File: src/rtl/nn_pkg.sv
// Shared types, word format and layer-geometry helpers
// for the neural network coefficient path.
package nn_pkg;

  localparam int N = 16;
  localparam int F = 8;
  localparam int I = 8;
  localparam int LMAX = 8;

  typedef enum logic [1:0] {
    IDLE  = 2'd0,
    LOAD  = 2'd1,
    VALID = 2'd2,
    DUMP  = 2'd3
  } state_t;

  function automatic int lsize(
    input logic [LMAX*32-1:0] lr,
    input int l
  );
    return int'(lr[l*32 +: 32]);
  endfunction

  function automatic int wt_count(
    input int ltot,
    input logic [LMAX*32-1:0] lr
  );
    int s;
    s = 0;
    for (int l = 1; l < ltot; l++)
      s += lsize(lr, l) * (lsize(lr, l - 1) + 1);
    return s;
  endfunction

endpackage

File: src/rtl/coef_store_if.sv
// Coefficient memory port: the store is master,
// the memory is slave with one cycle of read latency.
interface coef_store_if #(
  parameter int A = 14,
  parameter int N = 16
);

  logic [A-1:0] mem_addr;
  logic [N-1:0] mem_wdata;
  logic         mem_we;
  logic [N-1:0] mem_rdata;

  modport master (
    output mem_addr,
    output mem_wdata,
    output mem_we,
    input  mem_rdata
  );

  modport slave (
    input  mem_addr,
    input  mem_wdata,
    input  mem_we,
    output mem_rdata
  );

endinterface

File: src/rtl/coef_seq.sv
// Walks coefficient slots layer by node by coef,
// keeping the flat slot index k alongside.
module coef_seq
  import nn_pkg::*;
#(
  parameter int LTOT = 3,
  parameter logic [LTOT*32-1:0] LR = {32'd1, 32'd3, 32'd2},
  parameter int WT = 13,
  parameter int KW = 4
) (
  input  logic          clk,
  input  logic          rst,
  input  logic          clear,
  input  logic          step,
  output logic          last,
  output logic [7:0]    l,
  output logic [7:0]    d,
  output logic [7:0]    c,
  output logic [KW-1:0] k
);

  localparam logic [LMAX*32-1:0] LRX = (LMAX*32)'(LR);

  logic c_end;
  logic d_end;

  // c runs one past the fan-in to cover the bias
  assign c_end = c == 8'(lsize(LRX, int'(l) - 1));
  assign d_end = d == 8'(lsize(LRX, int'(l)) - 1);
  assign last  = k == KW'(WT - 1);

  always_ff @(posedge clk or posedge rst) begin
    if (rst) begin
      l <= 8'd1;
      d <= 8'd0;
      c <= 8'd0;
      k <= '0;
    end else if (clear) begin
      l <= 8'd1;
      d <= 8'd0;
      c <= 8'd0;
      k <= '0;
    end else if (step) begin
      if (last) begin
        l <= 8'd1;
        d <= 8'd0;
        c <= 8'd0;
        k <= '0;
      end else begin
        k <= k + 1'b1;
        if (c_end) begin
          c <= 8'd0;
          if (d_end) begin
            d <= 8'd0;
            l <= l + 8'd1;
          end else begin
            d <= d + 8'd1;
          end
        end else begin
          c <= c + 8'd1;
        end
      end
    end
  end

endmodule

File: src/rtl/coef_store.sv
// Weight/bias register bank: loads from memory, takes
// backprop updates in one cycle, dumps back to memory.
module coef_store
  import nn_pkg::*;
#(
  parameter int N = nn_pkg::N,
  parameter int LTOT = 3,
  parameter logic [LTOT*32-1:0] LR = {32'd1, 32'd3, 32'd2},
  parameter int A = 14,
  parameter int BASE = 0,
  localparam int WT = wt_count(LTOT, (LMAX*32)'(LR))
) (
  input  logic            clk,
  input  logic            rst,
  input  logic            load_start,
  input  logic            dump_start,
  input  logic            upd_we,
  input  logic [WT*N-1:0] upd_flat,
  coef_store_if.master    mem,
  output logic [WT*N-1:0] coef_flat,
  output logic            coef_valid,
  output logic            busy,
  output logic            done,
  output logic [7:0]      cur_l,
  output logic [7:0]      cur_d,
  output logic [7:0]      cur_c
);

  localparam int KW = (WT > 1) ? $clog2(WT + 1) : 1;

  state_t          state;
  logic [WT*N-1:0] bank;
  logic [KW-1:0]   k;
  logic [KW-1:0]   rd_idx;
  logic            rd_vld;
  logic            last;
  logic            accept;
  logic            step;

  assign coef_flat = bank;

  always_comb begin
    accept = 1'b0;
    unique case (state)
      IDLE:    accept = load_start;
      VALID:   accept = load_start | dump_start;
      default: accept = 1'b0;
    endcase
  end

  // done marks the closing cycle, so no slot advance then
  assign step = busy & ~done;

  coef_seq #(
    .LTOT(LTOT),
    .LR  (LR),
    .WT  (WT),
    .KW  (KW)
  ) u_seq (
    .clk  (clk),
    .rst  (rst),
    .clear(accept),
    .step (step),
    .last (last),
    .l    (cur_l),
    .d    (cur_d),
    .c    (cur_c),
    .k    (k)
  );

  always_ff @(posedge clk or posedge rst) begin
    if (rst) begin
      state         <= IDLE;
      mem.mem_addr  <= A'(BASE);
      mem.mem_wdata <= '0;
      mem.mem_we    <= 1'b0;
      bank          <= '0;
      coef_valid    <= 1'b0;
      busy          <= 1'b0;
      done          <= 1'b0;
      rd_idx        <= '0;
      rd_vld        <= 1'b0;
    end else begin
      unique case (state)
        IDLE: begin
          if (load_start) begin
            state        <= LOAD;
            busy         <= 1'b1;
            mem.mem_addr <= A'(BASE);
            rd_vld       <= 1'b0;
          end
        end
        VALID: begin
          if (upd_we)
            bank <= upd_flat;
          if (load_start) begin
            state        <= LOAD;
            busy         <= 1'b1;
            mem.mem_addr <= A'(BASE);
            rd_vld       <= 1'b0;
          end else if (dump_start) begin
            state        <= DUMP;
            busy         <= 1'b1;
            mem.mem_addr <= A'(BASE);
            mem.mem_we   <= 1'b1;
            // slot 0 must already reflect a same-cycle update
            mem.mem_wdata <= upd_we ? upd_flat[N-1:0]
                                    : bank[N-1:0];
          end
        end
        LOAD: begin
          if (rd_vld)
            bank[int'(rd_idx)*N +: N] <= mem.mem_rdata;
          if (done) begin
            done   <= 1'b0;
            busy   <= 1'b0;
            rd_vld <= 1'b0;
            state  <= VALID;
          end else begin
            rd_idx <= k;
            rd_vld <= 1'b1;
            if (last) begin
              done       <= 1'b1;
              coef_valid <= 1'b1;
            end else begin
              mem.mem_addr <= mem.mem_addr + 1'b1;
            end
          end
        end
        DUMP: begin
          if (done) begin
            done  <= 1'b0;
            busy  <= 1'b0;
            state <= VALID;
          end else if (last) begin
            mem.mem_we <= 1'b0;
            done       <= 1'b1;
          end else begin
            mem.mem_addr  <= mem.mem_addr + 1'b1;
            mem.mem_wdata <= bank[(int'(k) + 1)*N +: N];
          end
        end
        default: state <= IDLE;
      endcase
    end
  end

endmodule

File: src/flat_wrapper.sv
// flat-port wrapper written by rule: the top's interface ports become plain ports
module coef_store_flat import nn_pkg::*;
#(
  parameter int N = nn_pkg::N,
  parameter int LTOT = 3,
  parameter logic [LTOT*32-1:0] LR = {32'd1, 32'd3, 32'd2},
  parameter int A = 14,
  parameter int BASE = 0,
  localparam int WT = wt_count(LTOT, (LMAX*32)'(LR))
)
  (clk, rst, load_start, dump_start, upd_we, upd_flat, coef_flat, coef_valid, busy, done, cur_l, cur_d, cur_c, mem_mem_addr, mem_mem_wdata, mem_mem_we, mem_mem_rdata);
  coef_store_if #(.A(A), .N(N)) mem_i ();
  input  logic clk;
  input  logic rst;
  input  logic load_start;
  input  logic dump_start;
  input  logic upd_we;
  input  logic [WT*N-1:0] upd_flat;
  output logic [WT*N-1:0] coef_flat;
  output logic coef_valid;
  output logic busy;
  output logic done;
  output logic [7:0] cur_l;
  output logic [7:0] cur_d;
  output logic [7:0] cur_c;
  output wire logic [$bits(mem_i.mem_addr)-1:0] mem_mem_addr;
  output wire logic [$bits(mem_i.mem_wdata)-1:0] mem_mem_wdata;
  output wire logic [$bits(mem_i.mem_we)-1:0] mem_mem_we;
  input wire logic [$bits(mem_i.mem_rdata)-1:0] mem_mem_rdata;
  assign mem_mem_addr = mem_i.mem_addr;
  assign mem_mem_wdata = mem_i.mem_wdata;
  assign mem_mem_we = mem_i.mem_we;
  assign mem_i.mem_rdata = mem_mem_rdata;
  coef_store #(.N(N), .LTOT(LTOT), .LR(LR), .A(A), .BASE(BASE)) u_core (.clk(clk), .rst(rst), .load_start(load_start), .dump_start(dump_start), .upd_we(upd_we), .upd_flat(upd_flat), .mem(mem_i), .coef_flat(coef_flat), .coef_valid(coef_valid), .busy(busy), .done(done), .cur_l(cur_l), .cur_d(cur_d), .cur_c(cur_c));
endmodule
File: config.mk
export PLATFORM = sky130hd
export DESIGN_NAME = coef_store_flat
export DESIGN_NICKNAME = d
export VERILOG_FILES = /design/src/rtl/nn_pkg.sv /design/src/rtl/coef_store_if.sv /design/src/rtl/coef_seq.sv /design/src/rtl/coef_store.sv /design/src/flat_wrapper.sv
export SDC_FILE = /design/constraint.sdc
export NUM_CORES = 1
export LEC_CHECK = 0
export ABC_CLOCK_PERIOD_IN_PS = 8600
export CAP_MARGIN = 0
export CELL_PAD_IN_SITES_DETAIL_PLACEMENT = 2
export CELL_PAD_IN_SITES_GLOBAL_PLACEMENT = 2
export CORE_UTILIZATION = 25
export CTS_CLUSTER_SIZE = 14
export DETAILED_ROUTE_END_ITERATION = 8
export PLACE_DENSITY_LB_ADDON = 0.1
export SYNTH_ARGS = -nofsm -noshare
export SYNTH_HDL_FRONTEND = slang
export SYNTH_SLANG_ARGS = --single-unit
File: constraint.sdc
create_clock -name clk -period 8.6 [get_ports clk]
set_input_delay 1.29 -clock clk [delete_from_list [all_inputs] [get_ports clk]]
set_output_delay 1.29 -clock clk [all_outputs]
set_load 0.01 [all_outputs]
**After elaboration in Yosys (flattened, before gate mapping)**

Index checks and enable logic that the tools add are counted.
Widths: inputs -> output; s select.

- Register bits after elaboration: 277
- Input port bits: 229
- Output and inout bits: 266
- Word-level logic and storage cells: 122

- $add $sub $neg: 9
- Eq/ne operators: 19
- Shifts and indexed selects: 5
- Muxes and demuxes: 53
- Bitwise gates (word level): 3
- Reduce and logical (&&, ||, !) cells: 19

Operators by type and width:

| cell | count |
|---|---|
| $mux 208 | 2 |
| $pmux 208 s2 | 1 |
| $shiftx 256x14->8 const A | 1 |
| $shiftx 256x32->8 const A | 1 |
| $bwmux 208 | 1 |
| $shift 16x33->208 const A | 1 |
| $shiftx 16x33->208 | 1 |
| $shiftx 208x32->16 | 1 |
| $mux 8 | 14 |
| $mux 16 | 5 |
| $mux 14 | 5 |
| $pmux 14 s3 | 1 |
| $neg 8->33 | 1 |
| $pmux 16 s2 | 1 |
| $add 8x1->8 const B | 3 |
| $eq 8x8->1 | 2 |
| $ne 2x2->1 const B | 8 |
| $add 14x1->14 const B | 1 |
| $mux 4 | 3 |
| $reduce_and 3->1 | 4 |
| $mux 1 | 11 |
| $reduce_and 5->1 | 2 |
| $sub 8x1->9 const B | 1 |
| $mux 2 | 4 |
| 20 further kinds | 33 |

**Longest topological paths before layout**

- Depth in word-level cells: 8
- Depth in mapped cells: 11
- Depth with buffers taken out: 9

**By module**

From an unflattened synthesis, not the netlist that was laid out.

- Cell total of the unflattened synthesis: 1556
- Area total of the unflattened synthesis: 15080.7 µm²

By module, submodules not included:

| module | times used | cells each | area an instance (µm²) |
|---|---|---|---|
| coef_store | 1 | 1345 | 13191.4 |
| coef_seq | 1 | 211 | 1889.3 |

**Least setup slack after synthesis**

OpenSTA, ideal clock, no wires.

- Path kind: input to register
- Start: input upd_we
- End: register u_core.bank[153], in the netlist u_core.coef_flat[153]
- Library setup time: 140 ps
- Arrival: 2702 ps
- Required time: 8460 ps
- Setup slack: 5758 ps
- Stages: 7
- Buffers on the path: 2
- Path through: clkbuf_1 > nand2_1 > o21ai_1 > o21ai_1 > clkbuf_1 > nand2_1 > o21ai_0

- Word-level cells in the longest chain between the ends: 2

Ends and longest elaborated chain:

| element | RTL line | RTL |
|---|---|---|
| from (decl) | flat_wrapper.sv:17 | `input logic upd_we;` |
| $ne 2x2->1 (no line) | - |  |
| $reduce_and 3->1 (no line) | - |  |
| to (signal assigned) | coef_store.sv:95 | `bank <= upd_flat;` |
| to (signal, indexed assignment) | coef_store.sv:113 | `bank[int'(rd_idx)*N +: N] <= mem.mem_rdata;` |
| to (decl) | coef_store.sv:32 | `logic [WT*N-1:0] bank;` |

Every way passes these cells.
A chain may end at the register's enable or synchronous reset.

**Worst setup path in the final report**

- Start: input upd_we
- End: register u_core.bank[87], in the netlist u_core.coef_flat[87]

The elaborated chain is that of the path after synthesis.

==> flow_metrics.env <==
export IMPL_status="finished, final reports clean"
export IMPL_slew_viol_final=0
export IMPL_ys_ff_latch=277
export IMPL_grt_pass1_wl_um=120000
export IMPL_worstSetupPathType="in -> reg"
export IMPL_hold_path_endpoint="u_core.mem.mem_wdata[15]"
export IMPL_ys_seq_area_share_pct=46.3
export IMPL_synthMuxAreaShare_pct=9.66
export IMPL_synth_flop_cell="dfrtp_1"
export IMPL_cp_end_kind="flop"
export IMPL_worstReg2RegStart="u_core.state[1]"
export IMPL_final_hold_viol_count=0
export IMPL_p_per_area_nw_per_um2=404
export IMPL_vias=15300
export IMPL_cts_sink_count=277
export IMPL_max_vdd_ir_drop_v=0.000243
export IMPL_setup_violations=0
export IMPL_synth_compound_area_share_pct=24.2
export IMPL_synth_area_sq_um=15000
export IMPL_htreeDepth=2
export IMPL_die_area_sq_um=60800
export IMPL_yosys_warnings=0
export IMPL_gp_congestion=0.814
export IMPL_ff_latch_area_sq_um=6940
export IMPL_hpwl_um=60000
export IMPL_cts_root_buf="clkbuf_16"
export IMPL_r2r_end="u_core.coef_flat[192]"
export IMPL_period_minus_slack_ns=3.82
export IMPL_ctsResizeCount=0
export IMPL_clk_pin_slew_ns=0.06
export IMPL_reg2reg_depth=6
export IMPL_worst_endpoint_required_ns=8.98
export IMPL_port_buffers=494
export IMPL_synth_fa_ha_area_share_pct=1.00
export IMPL_drt_initial_drc_count=780
export IMPL_syn_to_final_growth_pct=45.6
export IMPL_drc_errors=0
export IMPL_cellLeakagePower_nw=8.43
export IMPL_firstDrtPassIters=7
export IMPL_drv_cap=0
export IMPL_clockBufferDepth=3
export IMPL_multi_input_area_sq_um=7360
export IMPL_avgSynthCellArea_sq_um=9.56
export IMPL_chipHeight_um=247
export IMPL_postSynthCellCount=1565
export IMPL_drt_wirelength_per_cell_um=30.0
export IMPL_worstSetupStartpointType="input pin"
export IMPL_rows=89
export IMPL_fmax_ghz=0.262
export IMPL_grt_pass1_vias=16400
export IMPL_start_util_pct=25.3
export IMPL_worstMarginPinSlew_ns=1.31
export IMPL_hold_path_depth=2
export IMPL_track_usage_pct=27.2
export IMPL_cp_arrival_ns=4.20
export IMPL_async_flop_share_pct=100
export IMPL_hold_buffers=0
export IMPL_tritoncts="done"
export IMPL_synth_cell_types=67
export IMPL_rsz0062_at_grt="false"
export IMPL_synth_simple_area_share_pct=12.9
export IMPL_grt_max_degree=157
export IMPL_min_path_type="reg -> reg"
export IMPL_finalClockSkew_ns=0.0111
export IMPL_cts_setup_buffers=0
export IMPL_die_w_um=247
export IMPL_slew_headroom_pct=12.7
export IMPL_finalPower_mw=8.80
export IMPL_finalCritPeriodShare_pct=44.4
export IMPL_nets=2223
export IMPL_r2r_setup_slack_ns=4.99
export IMPL_viasPerCell=5.51
export IMPL_numCtsBuffers=36
export IMPL_fp_coreArea_sq_um=59000
export IMPL_synth_nets=1806
export IMPL_hold_path_startpoint="u_core.mem.mem_wdata[15]"
export IMPL_nFillCells=6317
export IMPL_final_setup_tns_ns=0
export IMPL_holdWs_ns=0.487
export IMPL_io_pins=495
export IMPL_drive_above_1_share_pct=8.22
export IMPL_antenna_found_initial=9
export IMPL_grt_overflow=0
export IMPL_drt_wl_total_um=83600
export IMPL_insertion_delay_ns=0.55
export IMPL_antenna_left=0
export IMPL_synth_top_family_by_area="compound AO/OA/AOI/OAI gates"
export IMPL_synth_xor_area_share_pct=1.10
export IMPL_synth_edf_count=0
export IMPL_crit_fanout=32
[power breakdown]
group / internal (mW) / switching, mW / total [mW] / leakage [nW]
Sequential: 1.81 / 0.629 / 2.44 / 3.55
Clock: 0.919 / 0.621 / 1.54 / 0.572
Combinational: 1.94 / 2.88 / 4.82 / 4.31
Total: 4.66 / 4.13 / 8.80 / 8.43
[metal layers]
layer  global-route usage [%]  wire length (um)  vias to the layer above
li1                         -                 -                     6668
met1                     35.7             36400                     8073
met4                     6.92              1700                       12
met5                        0                75                        -
met2                     45.6             41000                      482
met3                     5.07              4510                       96
[worst max path at each step]
stage | start | to | depth (start not counted)
3_3_place_gp | upd_we | u_core.coef_flat[91] | 7
6_report | upd_we | u_core.coef_flat[87] | 7
4_1_cts | upd_we | u_core.coef_flat[125] | 7
3_5_place_dp | upd_we | u_core.coef_flat[125] | 7
5_1_grt | upd_we | u_core.coef_flat[113] | 7
2_1_floorplan | rst | u_core.busy | 1
[flip-flops by register name (all words and copies together) (netlist names)]
name / cells
u_core.rd_idx: 4
u_core.coef_flat: 208
u_core.u_seq.l: 8
u_core.u_seq.k: 4
u_core.mem.mem_we: 1
u_core.mem.mem_addr: 14
u_core.done: 1
u_core.coef_valid: 1
u_core.u_seq.d: 8
u_core.state: 2
u_core.rd_vld: 1
u_core.u_seq.c: 8
u_core.mem.mem_wdata: 16
u_core.busy: 1
[cells by family (layout without fill, tap and decap cells)]
| logic type | Yosys count | after routing |
|---|---|---|
| AOI/OAI and AO/OA | 553 | 553 |
| and+or+nand+nor | 437 | 437 |
| DFF | 277 | 277 |
| buffers and inverters | 184 | 626 |
| muxes | 84 | 84 |
| xor gates and xnor gates | 18 | 18 |
| adders and majority gates | 12 | 12 |
| other | 0 | 4 |
[synthesized netlist by cell type, drive strengths merged (11+ instances only)]
cell type	number	share of area, %
a21oi	85	2.9
a22oi	91	4.6
a32oi	117	6.8
buf	25	0.84
clkbuf	121	3.0
dfrtp	276	46
ha	12	1.0
inv	38	0.95
mux2i	33	2.2
mux4	48	7.2
nand2	226	5.7
nand3	21	0.79
nand4	12	0.50
nor2	113	2.8
nor3	14	0.61
o21ai	208	7.0
o22ai	21	0.97
xor2	11	0.69
[worst max-delay path: stages]
cell,delay (ns)
clkdlybuf4s50_1,0.47
buf_4,0.31
nand2_1,0.12
o21ai_1,0.67
nand2_1,0.91
nand2_1,0.29
o21ai_0,0.11
[cells in the final DEF, fill, tap and decap left out, types with 4 or more instances in the layout]
cell type	instances
clkdlybuf4s50_1	494
dfrtp_1	274
nand2_1	226
o21ai_0	202
a32oi_1	117
nor2_1	108
a22oi_1	91
a21oi_1	81
mux4_2	48
inv_1	37
clkbuf_16	37
mux2i_1	33
buf_4	29
nand3_1	20
o22ai_1	20
nand4_1	12
ha_1	12
clkbuf_1	12
xor2_1	10
or3_1	10
and3_1	9
nor3_1	9
clkbuf_8	8
xnor2_1	7
o211ai_1	6
nor2b_1	5
diode_2	4
and4_1	4
nor3_2	4
a21oi_2	4
or4_1	4
o21ai_1	4
nor2_2	4
clkinv_2	4
[per-stage QoR]
stage	setup WS, ns	utilization [%]	instances	area (sq um)
global placement	4.22	34.9	2717	20600
global route	4.41	36.9	2783	21800
finish	4.78	36.9	2784	21800
floorplan	3.65	-	1565	15000
CTS	4.71	36.9	2780	21800
detailed placement	4.13	34.9	2717	20600
[area by class of cell]
class | instances | share of cell area, %
antenna | 4 | 0.0459
sequential | 277 | 31.8
multi-input combinational | 1104 | 33.8
clock inverter | 6 | 0.368
timing repair buffer | 525 | 23.9
tap | 773 | 4.44
clock buffer | 57 | 4.96
inverter | 38 | 0.672
Note: power is estimated with default switching activity, not from simulation.
